**config.mk**
```make
export PLATFORM = sky130hd
export DESIGN_NAME = sdram_pro_arbiter
export DESIGN_NICKNAME = d
export VERILOG_FILES = /design/src/rtl/sdram_pro_arbiter.sv
export SDC_FILE = /design/constraint.sdc
export NUM_CORES = 1
export LEC_CHECK = 0
export BUFFER_PORTS_ARGS = -buffer_cell sky130_fd_sc_hd__buf_2
export CORE_MARGIN = 10
export CORE_UTILIZATION = 38
export CTS_BUF_LIST = sky130_fd_sc_hd__clkbuf_4
export DETAILED_ROUTE_END_ITERATION = 16
export GPL_TIMING_DRIVEN = 0
export MAX_ROUTING_LAYER = met4
export PLACE_DENSITY = 0.88
export SLEW_MARGIN = 20
export SYNTH_ARGS = -nofsm -noshare
export SYNTH_HDL_FRONTEND = slang
export SYNTH_SLANG_ARGS = --single-unit
```
**constraint.sdc**
```tcl
create_clock -name sys_clk -period 5.1 [get_ports sys_clk]
set_clock_uncertainty 0.2 [all_clocks]
set_input_delay 0.255 -clock sys_clk [delete_from_list [all_inputs] [get_ports sys_clk]]
set_output_delay 0.255 -clock sys_clk [all_outputs]
set_load 0.01 [all_outputs]
```
**src/rtl/sdram_pro_arbiter.sv**
```systemverilog
// sdram_pro_arbiter
//
// Shares one SDRAM command/data port between the initialisation sequencer,
// the auto-refresh engine and one write and one read burst engine.
//
// After reset the init_* command bus drives the SDRAM until init_end is seen.
// From then on a single idle state (ARB) grants the bus to one channel at a
// time. Refresh always wins. Between write and read, PRIO_MODE selects fixed
// write-over-read (0) or alternation on ties (1). A granted channel keeps the
// bus until its *_end pulse arrives, or until TIMEOUT cycles have passed. On a
// timeout the sticky arb_err flag is raised.
//
// Ports
//   sys_clk, sys_rst                  clock, synchronous active-high reset
//   init_cmd/bank/addr, init_end      initialisation command bus and done level
//   atref_req/end, atref_cmd/bank/addr refresh request, done pulse, command bus
//   wr_req/end, wr_sdram_cmd/bank/addr write request, done pulse, command bus
//   wr_sdram_en, wr_sdram_data        write data valid and write data
//   rd_req/end, rd_sdram_cmd/bank/addr read request, done pulse, command bus
//   atref_en, wr_en, rd_en            per-channel grant
//   sdram_cmd/bank/addr               muxed SDRAM command bus
//   sdram_dq_out, sdram_dq_oe         write data and tristate enable
//   arb_err                           sticky timeout flag
module sdram_pro_arbiter #(
  parameter int ADDR_W    = 12,
  parameter int BANK_W    = 2,
  parameter int DATA_W    = 16,
  parameter int PRIO_MODE = 0,
  parameter int TIMEOUT   = 1024
) (
  input  logic              sys_clk,
  input  logic              sys_rst,
  input  logic [3:0]        init_cmd,
  input  logic [BANK_W-1:0] init_bank,
  input  logic [ADDR_W-1:0] init_addr,
  input  logic              init_end,
  input  logic              atref_req,
  input  logic              atref_end,
  input  logic [3:0]        atref_cmd,
  input  logic [BANK_W-1:0] atref_bank,
  input  logic [ADDR_W-1:0] atref_addr,
  input  logic              wr_req,
  input  logic              wr_end,
  input  logic [3:0]        wr_sdram_cmd,
  input  logic [BANK_W-1:0] wr_sdram_bank,
  input  logic [ADDR_W-1:0] wr_sdram_addr,
  input  logic              wr_sdram_en,
  input  logic [DATA_W-1:0] wr_sdram_data,
  input  logic              rd_req,
  input  logic              rd_end,
  input  logic [3:0]        rd_sdram_cmd,
  input  logic [BANK_W-1:0] rd_sdram_bank,
  input  logic [ADDR_W-1:0] rd_sdram_addr,
  output logic              atref_en,
  output logic              wr_en,
  output logic              rd_en,
  output logic [3:0]        sdram_cmd,
  output logic [BANK_W-1:0] sdram_bank,
  output logic [ADDR_W-1:0] sdram_addr,
  output logic [DATA_W-1:0] sdram_dq_out,
  output logic              sdram_dq_oe,
  output logic              arb_err
);

  localparam logic [3:0] CMD_NOP = 4'b0111;

  // The counter only has to reach TIMEOUT-1 before the timeout fires.
  localparam int              CNT_W    = (TIMEOUT > 2) ? $clog2(TIMEOUT) : 1;
  localparam logic [CNT_W-1:0] CNT_LAST = CNT_W'(TIMEOUT - 1);

  typedef enum logic [2:0] {
    ST_INIT  = 3'd0,
    ST_ARB   = 3'd1,
    ST_AREF  = 3'd2,
    ST_WRITE = 3'd3,
    ST_READ  = 3'd4
  } state_t;

  state_t           state;
  state_t           next_state;
  logic [CNT_W-1:0] cnt;
  logic             rr_wr_first;  // 1: write wins the next write/read tie
  logic             set_err;
  logic             grant;
  logic             busy;
  logic             tie_to_read;

  // Only alternation mode ever lets read win a tie.
  assign tie_to_read = (PRIO_MODE == 1) && !rr_wr_first;

  assign busy  = (state == ST_AREF) || (state == ST_WRITE) || (state == ST_READ);
  assign grant = (state == ST_ARB) && (next_state != ST_ARB);

  // Next-state logic. A channel's *_end is only looked at in its own state,
  // so stray end pulses from other engines fall through untouched.
  always_comb begin
    next_state = state;
    set_err    = 1'b0;
    case (state)
      ST_INIT: begin
        if (init_end) next_state = ST_ARB;
      end
      ST_ARB: begin
        if (atref_req)                next_state = ST_AREF;
        else if (wr_req && rd_req)    next_state = tie_to_read ? ST_READ : ST_WRITE;
        else if (wr_req)              next_state = ST_WRITE;
        else if (rd_req)              next_state = ST_READ;
      end
      ST_AREF: begin
        if (atref_end) next_state = ST_ARB;
        else if (cnt == CNT_LAST) begin
          next_state = ST_ARB;
          set_err    = 1'b1;
        end
      end
      ST_WRITE: begin
        if (wr_end) next_state = ST_ARB;
        else if (cnt == CNT_LAST) begin
          next_state = ST_ARB;
          set_err    = 1'b1;
        end
      end
      ST_READ: begin
        if (rd_end) next_state = ST_ARB;
        else if (cnt == CNT_LAST) begin
          next_state = ST_ARB;
          set_err    = 1'b1;
        end
      end
      default: next_state = ST_INIT;
    endcase
  end

  // State register, hold counter, alternation pointer and sticky error.
  always_ff @(posedge sys_clk) begin
    if (sys_rst) begin
      state       <= ST_INIT;
      cnt         <= '0;
      rr_wr_first <= 1'b1;
      arb_err     <= 1'b0;
    end else begin
      state <= next_state;
      if (grant || !busy) cnt <= '0;
      else                cnt <= cnt + 1'b1;
      if (grant && (next_state == ST_WRITE)) rr_wr_first <= 1'b0;
      if (grant && (next_state == ST_READ))  rr_wr_first <= 1'b1;
      if (set_err) arb_err <= 1'b1;
    end
  end

  // Output mux decoded from the state register only, so a channel's command
  // reaches the SDRAM pins in the same cycle it is presented.
  always_comb begin
    atref_en   = 1'b0;
    wr_en      = 1'b0;
    rd_en      = 1'b0;
    sdram_cmd  = CMD_NOP;
    sdram_bank = '0;
    sdram_addr = '0;
    case (state)
      ST_INIT: begin
        sdram_cmd  = init_cmd;
        sdram_bank = init_bank;
        sdram_addr = init_addr;
      end
      ST_AREF: begin
        atref_en   = 1'b1;
        sdram_cmd  = atref_cmd;
        sdram_bank = atref_bank;
        sdram_addr = atref_addr;
      end
      ST_WRITE: begin
        wr_en      = 1'b1;
        sdram_cmd  = wr_sdram_cmd;
        sdram_bank = wr_sdram_bank;
        sdram_addr = wr_sdram_addr;
      end
      ST_READ: begin
        rd_en      = 1'b1;
        sdram_cmd  = rd_sdram_cmd;
        sdram_bank = rd_sdram_bank;
        sdram_addr = rd_sdram_addr;
      end
      default: begin
        sdram_cmd  = CMD_NOP;
        sdram_bank = '0;
        sdram_addr = '0;
      end
    endcase
  end

  assign sdram_dq_out = wr_sdram_data;
  assign sdram_dq_oe  = (state == ST_WRITE) && wr_sdram_en;

endmodule

```
==> results.md, run 1 <==
* Status: finished, final reports clean
* Maxcap violations at 0
* Gpl congestion at 0.899
* R2r startpoint: state[2]
* Final hold viol count at 0
* First-pass GRT wire length at around 8700 um
* Critical Path RT at 4.64 ns
* N_diodes at 0
* DP Cell Count at between 300 and 400
* DR top layer: met4
* Crit path from: state[2]
* Number of global-route vias before repair at 1617
* Reg2reg setup slack at ~3.2 ns
* Ranking of synthesized cells by area: dfxtp_1, a22oi_1, buf_4, nor2_1, nand2_1
* Final WL at 5750 um
* # hold bufs at CTS at 1
* Worst-path clk slew at roughly 0.080 ns
* Met3 WL at between 500 and 600 um
* Total die area at 0.00594 mm2
* H-tree lvl count at 1
* Core area at approximately 0.0031 mm2
* Initial core utilization at 0.402
* Latest clock arrival within the worst-skew pair at 0.28 ns
* Final core occ at 0.627
* Area share of the largest cell type after synthesis at 0.226
* Worst Setup End Kind: output pin
* Total gr overflow at 0
* Slew Limit Fails at 0
* Crit path max fanout at 10
* CTS tree: done
* Syn Area/Cell at 7.42 um2
* PwrDens at about 170 mW/mm2
* Cell area after synthesis at 0.00124 mm2
* Initial DRC count at 136
* Max Fclk at 397 MHz
* DR WL/cell at between 15 and 20 um
* Register area share after synthesis at 0.226
* # nets final at 392
* CP Data Arrival Time at 2.06 ns
* IO Port Bufs at 120
* Final worst-path cycle share at 0.494
* Worst setup SP type: register
* # DRC at 0
* Setup CP Type: reg -> out
* Pin count of the biggest net entering global routing at 11
* Clock sink count at 14
* Drt first pass iters at 4
* Overall Power at 0.000333 W
* Total negative slack at 0 ns
* Dpl hpwl at approximately 4900 um
* Vias per inst at 5.14
* Worst-margin pin slew at 0.626 ns
* Die X at about 77 um
* Syn_nets at ~270
* Worst Hold Class: in -> reg
* Min-delay src: atref_req
* Post-DRT Antenna Nets at 0
* CTS root buffer: clkbuf_4
* PostCTS Resize Cnt at 0
* RSZ-0062 raised after global routing: no
* Syn-to-layout area delta at 55.9%
* Relative slew slack at 0.580
* Post-CTS setup buffers at 0
* GRT Overall Usage at 0.181
* Met2 Routed Length at between 3000 and 4000 um
* CTS Buf Count at 3
* Yosys reg bits at 14
* Share of cells above drive strength 1 at 0.534
* # setup viols final at 0
* Period minus WS final at 2.52 ns
* Cell accounting for the most synthesized area: dfxtp_1
* Post-Syn Instances at 167
* Largest buffer count on any clock path at 2
* Yosys warnings at 0
* Fin cells at 336
* Die height at 77.1 um
* LEAKAGE at 1.00 nW
* Rows at 20
* Worst Reg-to-Reg Cells at 6
* Initial antenna violation count at 0
* Hold Path Depth at 3
* Top Ports at 137
* IR drop worst, VDD at 0.137 mV
* Synth cell types at 34
* Via count at 1726
* Post-Route M1 WL at 2150 um
-- worst max-delay path, cell delays in order, from the launching register on --
cell      delay [ns]
dfxtp_1         0.34
buf_2           0.23
nor3b_4         0.42
clkbuf_1        0.43
a22oi_1         0.12
nand2_1         0.10
buf_2           0.14
-- cells by family (layout without fill, tap and decap cells) --
kind of cell    count (synthesis)  in the layout  share of synthesized area
buf+inv                        31            156                      0.150
fa+ha+maj                       1              1                     0.0101
xor+xnor                        8              8                     0.0566
mux                             4              4                     0.0364
compound gates                 48             48                      0.274
flops                          14             14                      0.226
simple gates                   61             61                      0.246
-- registers in the layout (all words and copies together) (netlist names) --
register	cells
state	3
cnt	10
arb_err	1
-- Yosys cell counts --
library cell and number:
a22oi_1 30, nor2_1 20, nand2_1 19, buf_4 17, dfxtp_1 14, a21oi_1 6, xnor2_1 6, buf_2 5
nand2b_1 5, nor3_1 5, inv_1 4, mux2_2 4, o22ai_1 4, clkbuf_1 3, nand3_1 3, inv_2 2
o21ai_0 2, xor2_1 2, a21o_1 1, a311o_2 1, a32oi_1 1, and2_1 1, ha_1 1, nand3_2 1
nand3b_1 1, nand4_1 1, nand4_2 1, nor3b_1 1, nor3b_4 1, o21ai_1 1, o221ai_1 1, o31ai_1 1
or3_4 1, or4_1 1
-- stage by stage --
step / hold WS (ns) / cell area, um2 / setup slack, ns
after CTS: 0.110 / 1930 / 2.61
after detailed placement: 0.256 / 1890 / 2.93
after global placement: 0.243 / 1890 / 2.97
final: 0.112 / 1930 / 2.58
after floorplan: 0.158 / 1240 / 3.24
after global routing: 0.155 / 1930 / 2.46
-- power breakdown --
part | switching, W | total, W | internal [W]
registers | 0.00000111 | 0.000113 | 0.000112
logic | 0.0000811 | 0.000157 | 0.0000757
clock network | 0.0000354 | 0.0000638 | 0.0000284
total | 0.000118 | 0.000333 | 0.000216
-- layout by cell type, fill, tap and decap left out, types with 2 or more instances in the layout --
cell and n:
a22oi_1 30, nand2b_1 5, dfxtp_1 14, nand3_1 3, xnor2_1 6, clkbuf_4 3, buf_4 17, o21ai_0 2
a21oi_1 6, buf_2 125, clkbuf_1 3, nor2_1 20, xor2_1 2, mux2_2 4, o22ai_1 4, inv_2 2
nor3_1 5, inv_1 4, nand2_1 19
-- layer usage --
| metal | track usage | up-vias |
|---|---|---|
| met3 | 0.0420 | 8 |
| met4 | 0.0401 | 0 |
| li1 | - | 837 |
| met5 | - | - |
| met2 | 0.332 | 89 |
| met1 | 0.192 | 792 |
-- final timing paths --
kind / to
setup reg to reg: cnt[2]
setup / recovery: sdram_addr[1]
hold / removal: state[1]
hold reg to reg: cnt[0]
-- final cells by class --
cell class	instances	area, um2
inverters	6	22.5
flip-flops and latches	14	280
clock inverters	1	3.75
multi-input cells	122	772
repair buffers	121	611
plain buffers	25	164
well taps	44	55.1
fillers	306	1150
clock buffers	3	22.5
Power figures use the tool's default switching activity.
==> run 2, diff against run 1 <==
--- a/config.mk
+++ b/config.mk
@@ -7,12 +7,12 @@
 export LEC_CHECK = 0
 export BUFFER_PORTS_ARGS = -buffer_cell sky130_fd_sc_hd__buf_2
 export CORE_MARGIN = 10
-export CORE_UTILIZATION = 38
+export CORE_UTILIZATION = 35
 export CTS_BUF_LIST = sky130_fd_sc_hd__clkbuf_4
 export DETAILED_ROUTE_END_ITERATION = 16
 export GPL_TIMING_DRIVEN = 0
 export MAX_ROUTING_LAYER = met4
-export PLACE_DENSITY = 0.88
+export PLACE_DENSITY = 0.82
 export SLEW_MARGIN = 20
 export SYNTH_ARGS = -nofsm -noshare
 export SYNTH_HDL_FRONTEND = slang
==> constraint.sdc (replaced) <==
create_clock -name sys_clk -period 2.55 [get_ports sys_clk]
set_clock_uncertainty 0.2 [all_clocks]
set_input_delay 0.1275 -clock sys_clk [delete_from_list [all_inputs] [get_ports sys_clk]]
set_output_delay 0.1275 -clock sys_clk [all_outputs]
set_load 0.01 [all_outputs]
==> run 2 against run 1 <==
Effect of this change:
- hold slack got worse by 0.097 ns
- critical path depth did not move
- cell count up 0.89%
- routed wire length shrank 5.6%
- via count down 1.9%
- final area is 0.71% higher
- count of clock-buffer cells in the layout is the same
- sequential power increased by 99%
- total power grew 98%
- flip-flop and latch count is the same
==> results.md, run 2 (synthesis results as in run 1) <==
* # DRC at 0
* Most common cell after layout, fill and taps aside: buf_2
* Max Fclk at ~430 MHz
* CP bufs+invs at 3
* Clock sink count at 14
* Worst path slowest cell: nor3_1
* Relative slew slack at 0.554
* First-pass GRT wire length at between 7000 and 8000 um
* Worst Setup End Kind: output pin
* Number of global-route vias before repair at around 1600
* Worst-path clk slew at 0.08 ns
* Sequential power share at 0.342
* Most frequent cells in the layout: buf_2, a22oi_1, nor2_1
* Largest Register: cnt
* Setup WS post-layout at 0.232 ns
* Critical-path cell list: buf_2 -> nor3_1 -> buf_2 -> a22oi_1 -> nand2_1 -> buf_2
* P_int at 0.000431 W
* Total negative slack at 0 ns
* Sw frac at 0.346
* Post-Place Worst Slack at 0.502 ns
* Worst setup SP type: register
* Reg2reg setup slack at 0.30 ns
* Die height at roughly 79 um
* Post-CTS setup buffers at 0
* # setup viols final at 0
* Via count at 1693
* Final WL at 5430 um
* DR WL/cell at approximately 16 um
* Top Ports at ~140
* Slew Limit Fails at 0
* N_diodes at 0
* Rows at 21
* Core area at ~0.0034 mm2
* Clk pwr share at 0.186
* Total gr overflow at 0
* Final worst-path cycle share at 0.909
* Final hold viol count at 0
* GRT Overall Usage at 0.154
* Drt first pass iters at 4
* Period minus WS final at roughly 2.3 ns
* Top Registers: cnt: 10 flops, state: 3 flops, arb_err: 1 flops
* Initial core utilization at 0.365
* CTS Buf Count at 3
* Gpl congestion at 0.879
* Worst-margin pin slew at 0.665 ns
* Dpl hpwl at 4610 um
* Initial antenna violation count at 0
* H-tree lvl count at 1
* Combinational power share at 0.472
* Vias per inst at 4.99
* Maxcap violations at 0
* Initial DRC count at 95
* LEAKAGE at 1.01 nW
* Total die area at 0.00632 mm2
* Latest clock arrival within the worst-skew pair at 0.27 ns
* Die X at 79.5 um
* Status: finished, final reports clean
* Post-DRT Antenna Nets at 0
* CTS tree: done
* Largest buffer count on any clock path at 2
* Syn-to-layout area delta at 57.0%
* CP Data Arrival Time at slightly below 2 ns
* PwrDens at 339 mW/mm2
* Max reg flops at 10
* P_sw at about 0.00023 W
* Crit path max-delay family: simple AND/OR/NAND/NOR gates
* Setup CP Type: reg -> out
* # nets final at 393
* Crit path max fanout at 10
* IO Port Bufs at 120
* RSZ-0062 raised after global routing: no
* Share of cells above drive strength 1 at 0.536
* Most frequent CP cell: buf_2
* CTS root buffer: clkbuf_4
* Pin count of the biggest net entering global routing at 11
* Worst Hold Class: in -> reg
* Slowest stage delay, CP at 0.57 ns
* IR drop worst, VDD at 0.294 mV
* Critical Path RT at 2.22 ns
## run 2: changes by cell type in the layout (fill, tap and decap cells not counted), sizes merged
cell | before | now
dlygate4sd3 | 1 | 2
## run 2: layer usage
layer / global-route usage / up-vias / wire length [um]
met2: 0.279 / 80 / 2840
met1: 0.164 / 768 / 2110
met4: 0.0215 / 0 / 36
li1: - / 841 / -
met5: - / - / 0
met3: 0.0462 / 4 / 451
## run 2: repair_timing
item,CTS,global route
hold endpoints to repair,2,0
hold buffers,2,0
endpoints found under the setup margin,0,4
gates resized for setup,0,2
## run 2: final cells by class
| type | count | area (um2) |
|---|---|---|
| Buffer | 25 | 165 |
| Clock buffer | 3 | 22.5 |
| Clock inverter | 1 | 3.75 |
| Fill cell | 326 | 1450 |
| Inverter | 6 | 22.5 |
| Multi-Input combinational cell | 122 | 772 |
| Sequential cell | 14 | 280 |
| Tap cell | 46 | 57.6 |
| Timing Repair Buffer | 122 | 621 |
## run 2: worst paths after layout
| path | cells after the start | to | startpoint |
|---|---|---|---|
| hold reg to reg | 1 | cnt[0] | cnt[0] |
| hold / removal | 3 | state[1] | atref_req |
| setup reg to reg | 5 | arb_err | cnt[0] |
| setup / recovery | 6 | sdram_addr[9] | state[1] |
## run 2: worst register-to-register path, stage by stage, from the launching register on
cell	delay [ns]
dfxtp_1	0.37
ha_1	0.22
nand2_1	0.11
or3_4	0.41
o31ai_1	0.28
dlygate4sd3_1	0.61
## run 2: power by group through the flow
stage	logic (W)	clock network, W	registers [W]
4_1_cts	0.000314	0.000133	0.000225
3_3_place_gp	0.000308	0	0.000230
6_report	0.000311	0.000123	0.000225
5_1_grt	0.000344	0.000143	0.000226
3_5_place_dp	0.000312	0	0.000230
2_1_floorplan	0.000162	0	0.000230
## run 2: stage by stage
step | power [W] | area (um2) | cells | util | hold slack (ns)
floorplan | 0.000392 | 1240 | 167 | - | 0.0301
global placement | 0.000538 | 1900 | 333 | 0.560 | 0.175
detailed placement | 0.000542 | 1900 | 333 | 0.560 | 0.182
CTS | 0.000672 | 1940 | 339 | 0.573 | 0.00996
global route | 0.000713 | 1940 | 339 | 0.574 | 0.0280
finish | 0.000659 | 1940 | 339 | 0.574 | 0.0150
